`src/rtl/muldiv_pkg.sv`:
```
// Shared encodings and constants for the iterative RV32M multiply/divide unit.
package muldiv_pkg;

  localparam logic [2:0] F3_MUL    = 3'd0;
  localparam logic [2:0] F3_MULH   = 3'd1;
  localparam logic [2:0] F3_MULHSU = 3'd2;
  localparam logic [2:0] F3_MULHU  = 3'd3;
  localparam logic [2:0] F3_DIV    = 3'd4;
  localparam logic [2:0] F3_DIVU   = 3'd5;
  localparam logic [2:0] F3_REM    = 3'd6;
  localparam logic [2:0] F3_REMU   = 3'd7;

  typedef enum logic [1:0] {
    S_IDLE = 2'd0,
    S_CALC = 2'd1,
    S_FIN  = 2'd2,
    S_DONE = 2'd3
  } state_e;

  localparam logic [31:0] DIV0_QUOT = 32'hFFFF_FFFF;
  localparam logic [31:0] INT_MIN   = 32'h8000_0000;
  localparam int          ITER_CNT  = 32;

  function automatic logic [31:0] mag32(input logic [31:0] x, input logic neg);
    return neg ? (~x + 32'd1) : x;
  endfunction

endpackage

```
`src/rtl/muldiv_addsub.sv`:
```
// 33-bit adder/subtractor: sum = a + (b ^ sub) + cin, with carry and borrow out.
module muldiv_addsub (
  input  logic [32:0] a_i,
  input  logic [32:0] b_i,
  input  logic        sub_i,
  input  logic        cin_i,
  output logic [32:0] sum_o,
  output logic        cout_o,
  output logic        borrow_o
);

  logic [33:0] full;

  assign full     = {1'b0, a_i} + {1'b0, b_i ^ {33{sub_i}}} + {33'd0, cin_i};
  assign sum_o    = full[32:0];
  assign cout_o   = full[33];
  assign borrow_o = sub_i & ~full[33];

endmodule

```
`src/rtl/muldiv_unit.sv`:
```
// Radix-2 RV32M multiply/divide unit feeding the register-file write port.
// state | meaning: IDLE idle | CALC one iteration per clock | FIN sign fix-up | DONE result strobe
module muldiv_unit
  import muldiv_pkg::*;
#(
  parameter int XLEN         = 32,
  parameter bit FAST_SPECIAL = 1'b1
) (
  input  logic            clk,
  input  logic            rst,
  input  logic            start,
  input  logic [2:0]      funct3,
  input  logic [XLEN-1:0] src_a,
  input  logic [XLEN-1:0] src_b,
  input  logic [4:0]      rd_in,
  output logic            busy,
  output logic            done,
  output logic [XLEN-1:0] result,
  output logic [4:0]      rd_out
);

  state_e      state_q, state_d;
  logic        busy_q, busy_d, done_q, done_d;
  logic [31:0] result_q, result_d, a_q, a_d, b_q, b_d, spec_res_q, spec_res_d;
  logic [63:0] acc_q, acc_d;
  logic [4:0]  cnt_q, cnt_d, rd_q, rd_d;
  logic [2:0]  op_q, op_d;
  logic        sa_q, sa_d, sb_q, sb_d, div0_q, div0_d, spec_q, spec_d;

  logic        in_div, in_sa, in_sb, sign_a, sign_b, in_div0, in_ovf;
  logic [31:0] sel_lo;
  logic [32:0] st_a, st_b, st_sum, hi_sum;
  logic        st_sub, st_cin, st_co, st_borrow, hi_co, hi_borrow;
  logic        unused_bits;

  assign in_div  = funct3[2];
  assign in_sa   = (funct3 == F3_MULH) || (funct3 == F3_MULHSU) ||
                   (funct3 == F3_DIV)  || (funct3 == F3_REM);
  assign in_sb   = (funct3 == F3_MULH) || (funct3 == F3_DIV) || (funct3 == F3_REM);
  assign sign_a  = in_sa & src_a[31];
  assign sign_b  = in_sb & src_b[31];
  assign in_div0 = (src_b == 32'd0);
  assign in_ovf  = ((funct3 == F3_DIV) || (funct3 == F3_REM)) &&
                   (src_a == INT_MIN) && (src_b == DIV0_QUOT);

  // One adder serves the iteration step in CALC and the low-word negation in FIN.
  always_comb begin
    sel_lo = acc_q[31:0];
    if ((op_q == F3_DIV) || (op_q == F3_DIVU))     sel_lo = b_q;
    else if ((op_q == F3_REM) || (op_q == F3_REMU)) sel_lo = acc_q[63:32];
    if (state_q == S_FIN) begin
      st_a = 33'd0;  st_b = {1'b0, sel_lo};  st_sub = 1'b1;  st_cin = 1'b1;
    end else if (op_q[2]) begin
      st_a = {acc_q[63:32], b_q[31]};  st_b = {1'b0, a_q};  st_sub = 1'b1;  st_cin = 1'b1;
    end else begin
      st_a = {1'b0, acc_q[63:32]};  st_b = {1'b0, b_q[0] ? a_q : 32'd0};
      st_sub = 1'b0;  st_cin = 1'b0;
    end
  end

  muldiv_addsub u_step (
    .a_i(st_a), .b_i(st_b), .sub_i(st_sub), .cin_i(st_cin),
    .sum_o(st_sum), .cout_o(st_co), .borrow_o(st_borrow)
  );

  muldiv_addsub u_hi (
    .a_i(33'd0), .b_i({1'b0, acc_q[63:32]}), .sub_i(1'b1), .cin_i(st_co),
    .sum_o(hi_sum), .cout_o(hi_co), .borrow_o(hi_borrow)
  );

  assign unused_bits = ^{hi_sum[32], hi_co, hi_borrow};

  always_comb begin
    state_d = state_q;  result_d = result_q;  a_d = a_q;  b_d = b_q;
    acc_d = acc_q;  cnt_d = cnt_q;  rd_d = rd_q;  op_d = op_q;
    sa_d = sa_q;  sb_d = sb_q;  div0_d = div0_q;  spec_d = spec_q;  spec_res_d = spec_res_q;
    case (state_q)
      S_IDLE, S_DONE: begin
        state_d = S_IDLE;
        if (start) begin
          state_d = S_CALC;
          op_d    = funct3;
          rd_d    = rd_in;
          sa_d    = sign_a;
          sb_d    = sign_b;
          acc_d   = 64'd0;
          cnt_d   = 5'd0;
          div0_d  = in_div & in_div0;
          a_d     = in_div ? mag32(src_b, sign_b) : mag32(src_a, sign_a);
          b_d     = in_div ? mag32(src_a, sign_a) : mag32(src_b, sign_b);
          spec_d  = FAST_SPECIAL && in_div && (in_div0 || in_ovf);
          if (in_div0) spec_res_d = funct3[1] ? src_a : DIV0_QUOT;
          else         spec_res_d = funct3[1] ? 32'd0 : INT_MIN;
        end
      end
      S_CALC: begin
        if (spec_q) begin
          result_d = spec_res_q;
          spec_d   = 1'b0;
          state_d  = S_DONE;
        end else begin
          if (op_q[2]) begin
            // Restoring step: keep the shifted remainder when the trial subtract borrows.
            acc_d = {(st_borrow ? st_a[31:0] : st_sum[31:0]), 32'd0};
            b_d   = {b_q[30:0], ~st_borrow};
          end else begin
            acc_d = {st_sum, acc_q[31:1]};
            b_d   = {1'b0, b_q[31:1]};
          end
          cnt_d = cnt_q + 5'd1;
          if (cnt_q == 5'(ITER_CNT - 1)) state_d = S_FIN;
        end
      end
      S_FIN: begin
        case (op_q)
          F3_MUL:                     result_d = acc_q[31:0];
          F3_MULH, F3_MULHSU, F3_MULHU: result_d = (sa_q ^ sb_q) ? hi_sum[31:0] : acc_q[63:32];
          // A zero divisor keeps the all-ones quotient regardless of dividend sign.
          F3_DIV, F3_DIVU:            result_d = ((sa_q ^ sb_q) && !div0_q) ? st_sum[31:0] : b_q;
          default:                    result_d = sa_q ? st_sum[31:0] : acc_q[63:32];
        endcase
        state_d = S_DONE;
      end
      default: state_d = S_IDLE;
    endcase
    busy_d = (state_d == S_CALC) || (state_d == S_FIN);
    done_d = (state_d == S_DONE);
  end

  always_ff @(posedge clk or posedge rst) begin
    if (rst) begin
      state_q <= S_IDLE;  busy_q <= 1'b0;  done_q <= 1'b0;  result_q <= 32'd0;
      a_q <= 32'd0;  b_q <= 32'd0;  acc_q <= 64'd0;  cnt_q <= 5'd0;  rd_q <= 5'd0;
      op_q <= 3'd0;  sa_q <= 1'b0;  sb_q <= 1'b0;  div0_q <= 1'b0;
      spec_q <= 1'b0;  spec_res_q <= 32'd0;
    end else begin
      state_q <= state_d;  busy_q <= busy_d;  done_q <= done_d;  result_q <= result_d;
      a_q <= a_d;  b_q <= b_d;  acc_q <= acc_d;  cnt_q <= cnt_d;  rd_q <= rd_d;
      op_q <= op_d;  sa_q <= sa_d;  sb_q <= sb_d;  div0_q <= div0_d;
      spec_q <= spec_d;  spec_res_q <= spec_res_d;
    end
  end

  assign busy   = busy_q;
  assign done   = done_q;
  assign result = result_q;
  assign rd_out = rd_q;

endmodule

```
`config.mk`:
```
export PLATFORM = sky130hd
export DESIGN_NAME = muldiv_unit
export DESIGN_NICKNAME = d
export VERILOG_FILES = /design/src/rtl/muldiv_pkg.sv /design/src/rtl/muldiv_addsub.sv /design/src/rtl/muldiv_unit.sv
export SDC_FILE = /design/constraint.sdc
export NUM_CORES = 1
export LEC_CHECK = 0
export ABC_AREA = 1
export BUFFER_PORTS_ARGS = -buffer_cell sky130_fd_sc_hd__buf_2
export CAP_MARGIN = 20
export CORE_MARGIN = 2
export CORE_UTILIZATION = 38
export CTS_BUF_LIST = sky130_fd_sc_hd__clkbuf_4 sky130_fd_sc_hd__clkbuf_8
export CTS_CLUSTER_DIAMETER = 80
export CTS_CLUSTER_SIZE = 14
export DETAILED_ROUTE_END_ITERATION = 7
export SLEW_MARGIN = 10
export SYNTH_ARGS = -nofsm -noshare
export SYNTH_HDL_FRONTEND = slang
export SYNTH_SLANG_ARGS = --single-unit
```
`constraint.sdc`:
```
create_clock -name clk -period 7.3 [get_ports clk]
set_input_delay 0.365 -clock clk [delete_from_list [all_inputs] [get_ports clk]]
set_output_delay 0.365 -clock clk [all_outputs]
set_load 0.01 [all_outputs]
```
# == Word level (Yosys, flattened, before mapping) ==
# Index checks and enable logic that the tools add are counted.
# word_totals
reg_bits,213
in_bits,75
elab_cells,122
# classes
n_addsub,6
eq_ne,23
muxes,40
n_bitwise,11
n_reduce_logical,27
# ops
cell,count
2-to-1 mux 32 bit,20
2-to-1 mux 64 bit,3
one-hot mux 32 bit (2 select lines),2
one-hot mux 64 bit (2 select lines),1
NOT 32 bit,3
one-hot mux 32 bit (3 select lines),1
2-to-1 mux 33 bit,2
adder 32 x 1 -> 32 bit (second input constant),2
equality test 32 bit (second input constant),2
adder 33 x 33 -> 34 bit,1
adder 34 x 1 -> 34 bit,1
bitwise XOR 32 x 33 -> 33 bit,1
adder 32 x 1 -> 32 bit,1
logical NOT 32 bit,1
equality test 3 bit (second input constant),6
logical OR 1 bit,10
2-to-1 mux 5 bit,2
one-hot mux 5 bit (2 select lines),1
equality test 3 x 2 -> 1 bit (second input constant),3
equality test 2 bit (second input constant),4
equality test 3 x 1 -> 1 bit (second input constant),2
inequality test 2 bit (second input constant),3
one-hot mux 2 bit (3 select lines),1
AND reduction 2 bit,3
other kinds (17),31

# == Longest topological paths before layout ==
# depth
depth_word,14
ltp_mapped,36

# == Modules after synthesis ==
# From an unflattened synthesis, not the netlist that was laid out.
# hier_totals
cells_unflattened,3559
hier_area_um2,21202.8
# by_module_without_submodules
mod,instances,cells_each,area_per_inst_um2,seq_area_each_um2
muldiv_unit,1,2435,15584.9,5330.1
muldiv_addsub,2,562,2808.9,0.0

# == Worst setup path after synthesis ==
# No wires, ideal clock.
# synth_path
path_type,register to register
start,register state_q[0]
end,register result_q[26] (netlist: result[26])
arrival_ns,4.475
required_time_ns,7.183
setup_slack_ns,2.708
stages_incl_launch_ff,36
path_buffers,3
cell_sequence,dfrtp_1 inv_1 ha_1 buf_4 nor2_4 inv_1 buf_2 buf_1 xor2_1 ha_1 nand2_1 nor2_2 inv_2 nor2_1 nand3_1 inv_1 nand4_1 nand3_2 ha_1 nand2_1 nor2_4 nand2_1 nor2_2 nand2_1 nor3_1 nand2_1 nand2_2 o211ai_2 nor2_1 nand2_1 nand3_1 o21ai_1 a21oi_1 nand2_1 nand2_1 nand2_1
# synth_via
elab_chain_len,9
elab_cells_between_ends,17
# synth_lines
element,line_no,rtl
"start, declared",muldiv_unit.sv:22,"state_e state_q, state_d;"
"start signal, assigned",muldiv_unit.sv:137,state_q <= state_d; busy_q <= busy_d; done_q <= done_d; result_q <= result_d;
equality test 2 bit,"muldiv_unit.sv:51, muldiv_unit.sv:77",
2-to-1 mux 32 bit or 2-to-1 mux 1 bit (tied branches),muldiv_unit.sv:51,if (state_q == S_FIN) begin
bitwise XOR 32 x 33 -> 33 bit,muldiv_addsub.sv:14,"assign full = {1'b0, a_i} + {1'b0, b_i ^ {33{sub_i}}} + {33'd0, cin_i};"
adder 33 x 33 -> 34 bit,muldiv_addsub.sv:14,
adder 34 x 1 -> 34 bit,muldiv_addsub.sv:14,
adder 32 x 1 -> 32 bit,muldiv_addsub.sv:14,
2-to-1 mux 32 bit,muldiv_unit.sv:117,"F3_MULH, F3_MULHSU, F3_MULHU: result_d = (sa_q ^ sb_q) ? hi_sum[31:0] : acc_q[63:32];"
one-hot mux 32 bit (3 select lines),muldiv_unit.sv:115,case (op_q)
one-hot mux 32 bit (2 select lines),muldiv_unit.sv:77,case (state_q)
"end signal, assigned",muldiv_unit.sv:137,
"end, declared",muldiv_unit.sv:24,"logic [31:0] result_q, result_d, a_q, a_d, b_q, b_d, spec_res_q, spec_res_d;"
# Parallel ways exist; a longest one is shown, timed or not.
# A chain may end at the register's enable or synchronous reset.

# == Final worst setup path ==
# layout_path
start,register op_q[2]
end,register result_q[26] (netlist: result[26])
# layout_via
elab_chain_len,12
elab_cells_between_ends,29
# layout_lines
element,line_no,rtl
"start, declared",muldiv_unit.sv:27,"logic [2:0] op_q, op_d;"
"start signal, assigned",muldiv_unit.sv:134,op_q <= 3'd0; sa_q <= 1'b0; sb_q <= 1'b0; div0_q <= 1'b0;
"start signal, assigned",muldiv_unit.sv:139,op_q <= op_d; sa_q <= sa_d; sb_q <= sb_d; div0_q <= div0_d;
equality test 3 bit,muldiv_unit.sv:50,else if ((op_q == F3_REM) || (op_q == F3_REMU)) sel_lo = acc_q[63:32];
logical OR 1 bit,muldiv_unit.sv:50,
2-to-1 mux 32 bit,muldiv_unit.sv:50,
2-to-1 mux 32 bit,muldiv_unit.sv:49,if ((op_q == F3_DIV) || (op_q == F3_DIVU)) sel_lo = b_q;
2-to-1 mux 32 bit,muldiv_unit.sv:51,
bitwise XOR 32 x 33 -> 33 bit,muldiv_addsub.sv:14,
adder 33 x 33 -> 34 bit,muldiv_addsub.sv:14,
adder 34 x 1 -> 34 bit,muldiv_addsub.sv:14,
adder 32 x 1 -> 32 bit,muldiv_addsub.sv:14,
2-to-1 mux 32 bit,muldiv_unit.sv:117,
one-hot mux 32 bit (3 select lines) *,muldiv_unit.sv:115,
one-hot mux 32 bit (2 select lines) *,muldiv_unit.sv:77,
# Mark *: on every way between the ends. The rest lies on a longest branch, timed or not.

==> results.py <==
metrics = {
    "floorplanning": {
        "start_util_pct": 38.7,
        "rows": 78,
        "core_um2": 45600,
        "fp.dieW_um": 219,
        "dieArea_um2": 48200,
        "pin_count": 114,
        "die_y_um": 219,
    },
    "layout": {
        "drive_above_1_share_pct": 9.80,
        "nFillCells": 4907,
        "diodes": 0,
        "syn2layout_area_growth_pct": 8.30,
        "layout_common_cells": "nand2_1 (552), o21ai_0 (272), inv_1 (263), a21oi_1 (251), dfrtp_1 (212)",
        "fin_cells": 3285,
        "register_area_um2": 5330,
        "fin_area_um2": 19100,
        "nNetsFinal": 2796,
        "multi_input_comb_area_um2": 10700,
        "final_common_cell": "nand2_1",
    },
    "power_and_ir_drop": {
        "leakage_uw": 0.00850,
        "powerDensity_nw_per_um2": 348,
        "power.total_uw": 6650,
        "vdd.ir_drop.worst_v": 0.000187,
    },
    "clock_network": {
        "cts_tree": "done",
        "clockRootBuffer": "clkbuf_8",
        "clockBufferDepth": 3,
        "numCtsBuffers": 21,
        "htree_levels": 1,
        "clk_latency_ps": 620,
        "clock_sinks": 213,
        "clkSlewWorstSetupHoldPaths_ps": 100,
        "cts_resized": 0,
    },
    "global_route": {
        "grt_pass1_vias": 18700,
        "antenna_found_initial": 1,
        "grt_usage_pct": 33.9,
        "grt_pass1_wl_mm": 123,
        "gr-total-overflow": 0,
        "grt_max_degree": 85,
    },
    "yosys": {
        "ys_ff_latch": 213,
        "avgSynthCellArea_um2": 6.66,
        "ys.flop_type": "dfrtp_1",
        "async_flop_share_pct": 100,
        "syn_area_um2": 17600,
        "synth_enable_flop_cells": 0,
        "synth_fp_nets": 2768,
        "syn_inst": 2650,
        "synth_cell_types": 64,
        "yosys_warnings": 0,
        "ys_seq_area_share_pct": 30.2,
    },
    "placed_design": {
        "hpwl_mm": 62.3,
        "io_buffers": 113,
        "post-place-ws_ps": 1310,
        "dpl.cell_count": 3249,
        "gp_congestion": 1.03,
        "dpl-instance-area_um2": 18700,
    },
    "setup_path": {
        "cp-start-kind": "flip-flop",
        "endpoint_kind": "flip-flop",
        "rr_worst_depth": 32,
        "r2r_slack_ps": 1170,
        "crit_slowest_cell": "dfrtp_4",
        "cp_common_cell": "nand2_1",
        "reg2reg_to": "result[26]",
        "cp.arrival_ps": 6620,
        "reg2reg_from": "op_q[2]",
        "required_ps": 7790,
        "cp_max_fo": 49,
        "slowest_delay_ps": 710,
        "crit_type": "reg -> reg",
    },
    "sta": {
        "finalCritPeriodShare_pct": 84.0,
        "slew_headroom_pct": 26.9,
        "setup_viol": 0,
        "fin_crit_ps": 6130,
        "clock_skew_ps": 45.1,
        "fin_ws_ps": 1170,
        "final-max-slew-violation-count": 0,
        "rsz0062_at_grt": "no",
        "tightest_slew_ps": 1090,
        "final-hold-violation-count": 0,
        "max_freq_ghz": 0.163,
        "setup_tns_ps": 0,
    },
    "route": {
        "postRouteAntennaNets": 0,
        "wl_met3_mm": 7.59,
        "top_layer": "met5",
        "drtIter0Drc": 2825,
        "vias": 20000,
        "routedWlPerCell_um": 25.0,
        "wl_met2_mm": 35.4,
        "wl_mm": 82.3,
        "routed_via_density": 6.09,
        "wl_met1_mm": 34.8,
        "dr.pass1.iters": 6,
        "drcViolationCount": 0,
    },
    "min_path": {
        "hold_depth": 3,
        "min_path_type": "in -> reg",
        "holdPathEnd": "op_q[0]",
        "hold_start": "funct3[0]",
    },
    "run_status": {
        "status": "finished, final reports clean",
    },
    "run": {
        "max_cap_viol_count": 0,
    },
}
-- what timing repair did --
item / 4_1_cts / 5_1_grt
hold buffers: 6 / 0
endpoints found under the hold margin: 87 / 0
buffers inserted: 0 / 0
-- worst max-delay path by stage --
stage | from | to | cells after the start
after detailed placement | op_q[2] | result[26] | 32
after global routing | op_q[2] | result[26] | 32
after CTS | op_q[2] | result[26] | 32
after global placement | op_q[2] | result[26] | 32
after floorplan | rst | a_q[0] | 1
final | op_q[2] | result[26] | 32
-- cells in the mapped netlist, drive strengths merged, types with 3 or more instances --
master	number	area, µm²
o221ai	24	210
a22oi	19	143
nor2	206	806
nor4	13	81.3
nor3	40	210
nand4	28	175
inv	277	1040
nand3	134	696
xnor2	22	230
a31o	3	26.3
dfrtp	213	5330
o21ai	312	1570
a31oi	31	194
a21o	5	37.5
or2	11	71.3
o211ai	57	433
a21oi	254	1280
o21bai	5	37.5
clkbuf	109	409
a211oi	3	22.5
o22ai	106	669
and2	4	27.5
o21a	5	37.5
nand2	572	2210
clkinv	6	22.5
o2111ai	8	70.1
buf	44	205
ha	42	526
xor2	77	689
-- registers in the layout (all words and copies together), names as in the netlist --
| name | flops |
|---|---|
| rd_out | 5 |
| busy | 1 |
| result | 32 |
| a_q | 32 |
| sa_q | 1 |
| state_q | 2 |
| sb_q | 1 |
| b_q | 32 |
| div0_q | 1 |
| done | 1 |
| cnt_q | 5 |
| acc_q | 64 |
| spec_res_q | 32 |
| op_q | 3 |
| spec_q | 1 |
-- cells by family after synthesis --
group                    count (synthesis)  synth area share, %
XOR/XNOR                                99                 5.21
AND/OR/NAND/NOR                       1012                 24.4
buffers and inverters                  436                 9.50
multiplexers                             1               0.0567
adder cells (fa/ha/maj)                 43                 3.09
AO/OA/AOI/OAI                          846                 27.5
flip-flops                             213                 30.2
-- critical path, delay by kind of cell, from the launching register on --
family	cells	cell delay, ps
compound gates	5	790
simple gates	22	3080
flops	1	710
fa+ha+maj	2	540
xor+xnor	1	190
buf+inv	2	670
-- layout make-up --
cell class | instances | share of cell area, %
multi-input combinational | 2001 | 55.8
tap | 600 | 3.93
clock buffer | 22 | 1.55
clock inverter | 8 | 0.419
inverter | 283 | 5.60
timing repair buffer | 158 | 4.83
sequential | 213 | 27.9
-- per-layer routing --
layer | global-route usage [%] | vias up
met5 | 0 | -
met4 | 16.0 | 2
met3 | 4.79 | 153
met2 | 50.5 | 1123
met1 | 48.3 | 9604
li1 | - | 9114
-- power breakdown --
part           switching, µW  internal, µW  leakage (µW)  total [µW]
Combinational           3000          1210       0.00557        4210
Sequential               279          1360       0.00275        1640
Clock                    489           313      0.000187         802
-- metrics by stage --
stage / util, % / hold WS [ps]
floorplan: - / 448
global placement: 40.9 / 456
global route: 41.9 / 122
finish: 41.9 / 83.4
detailed placement: 41.0 / 460
CTS: 41.9 / 75.4
Note: power is estimated with default switching activity, not from simulation.
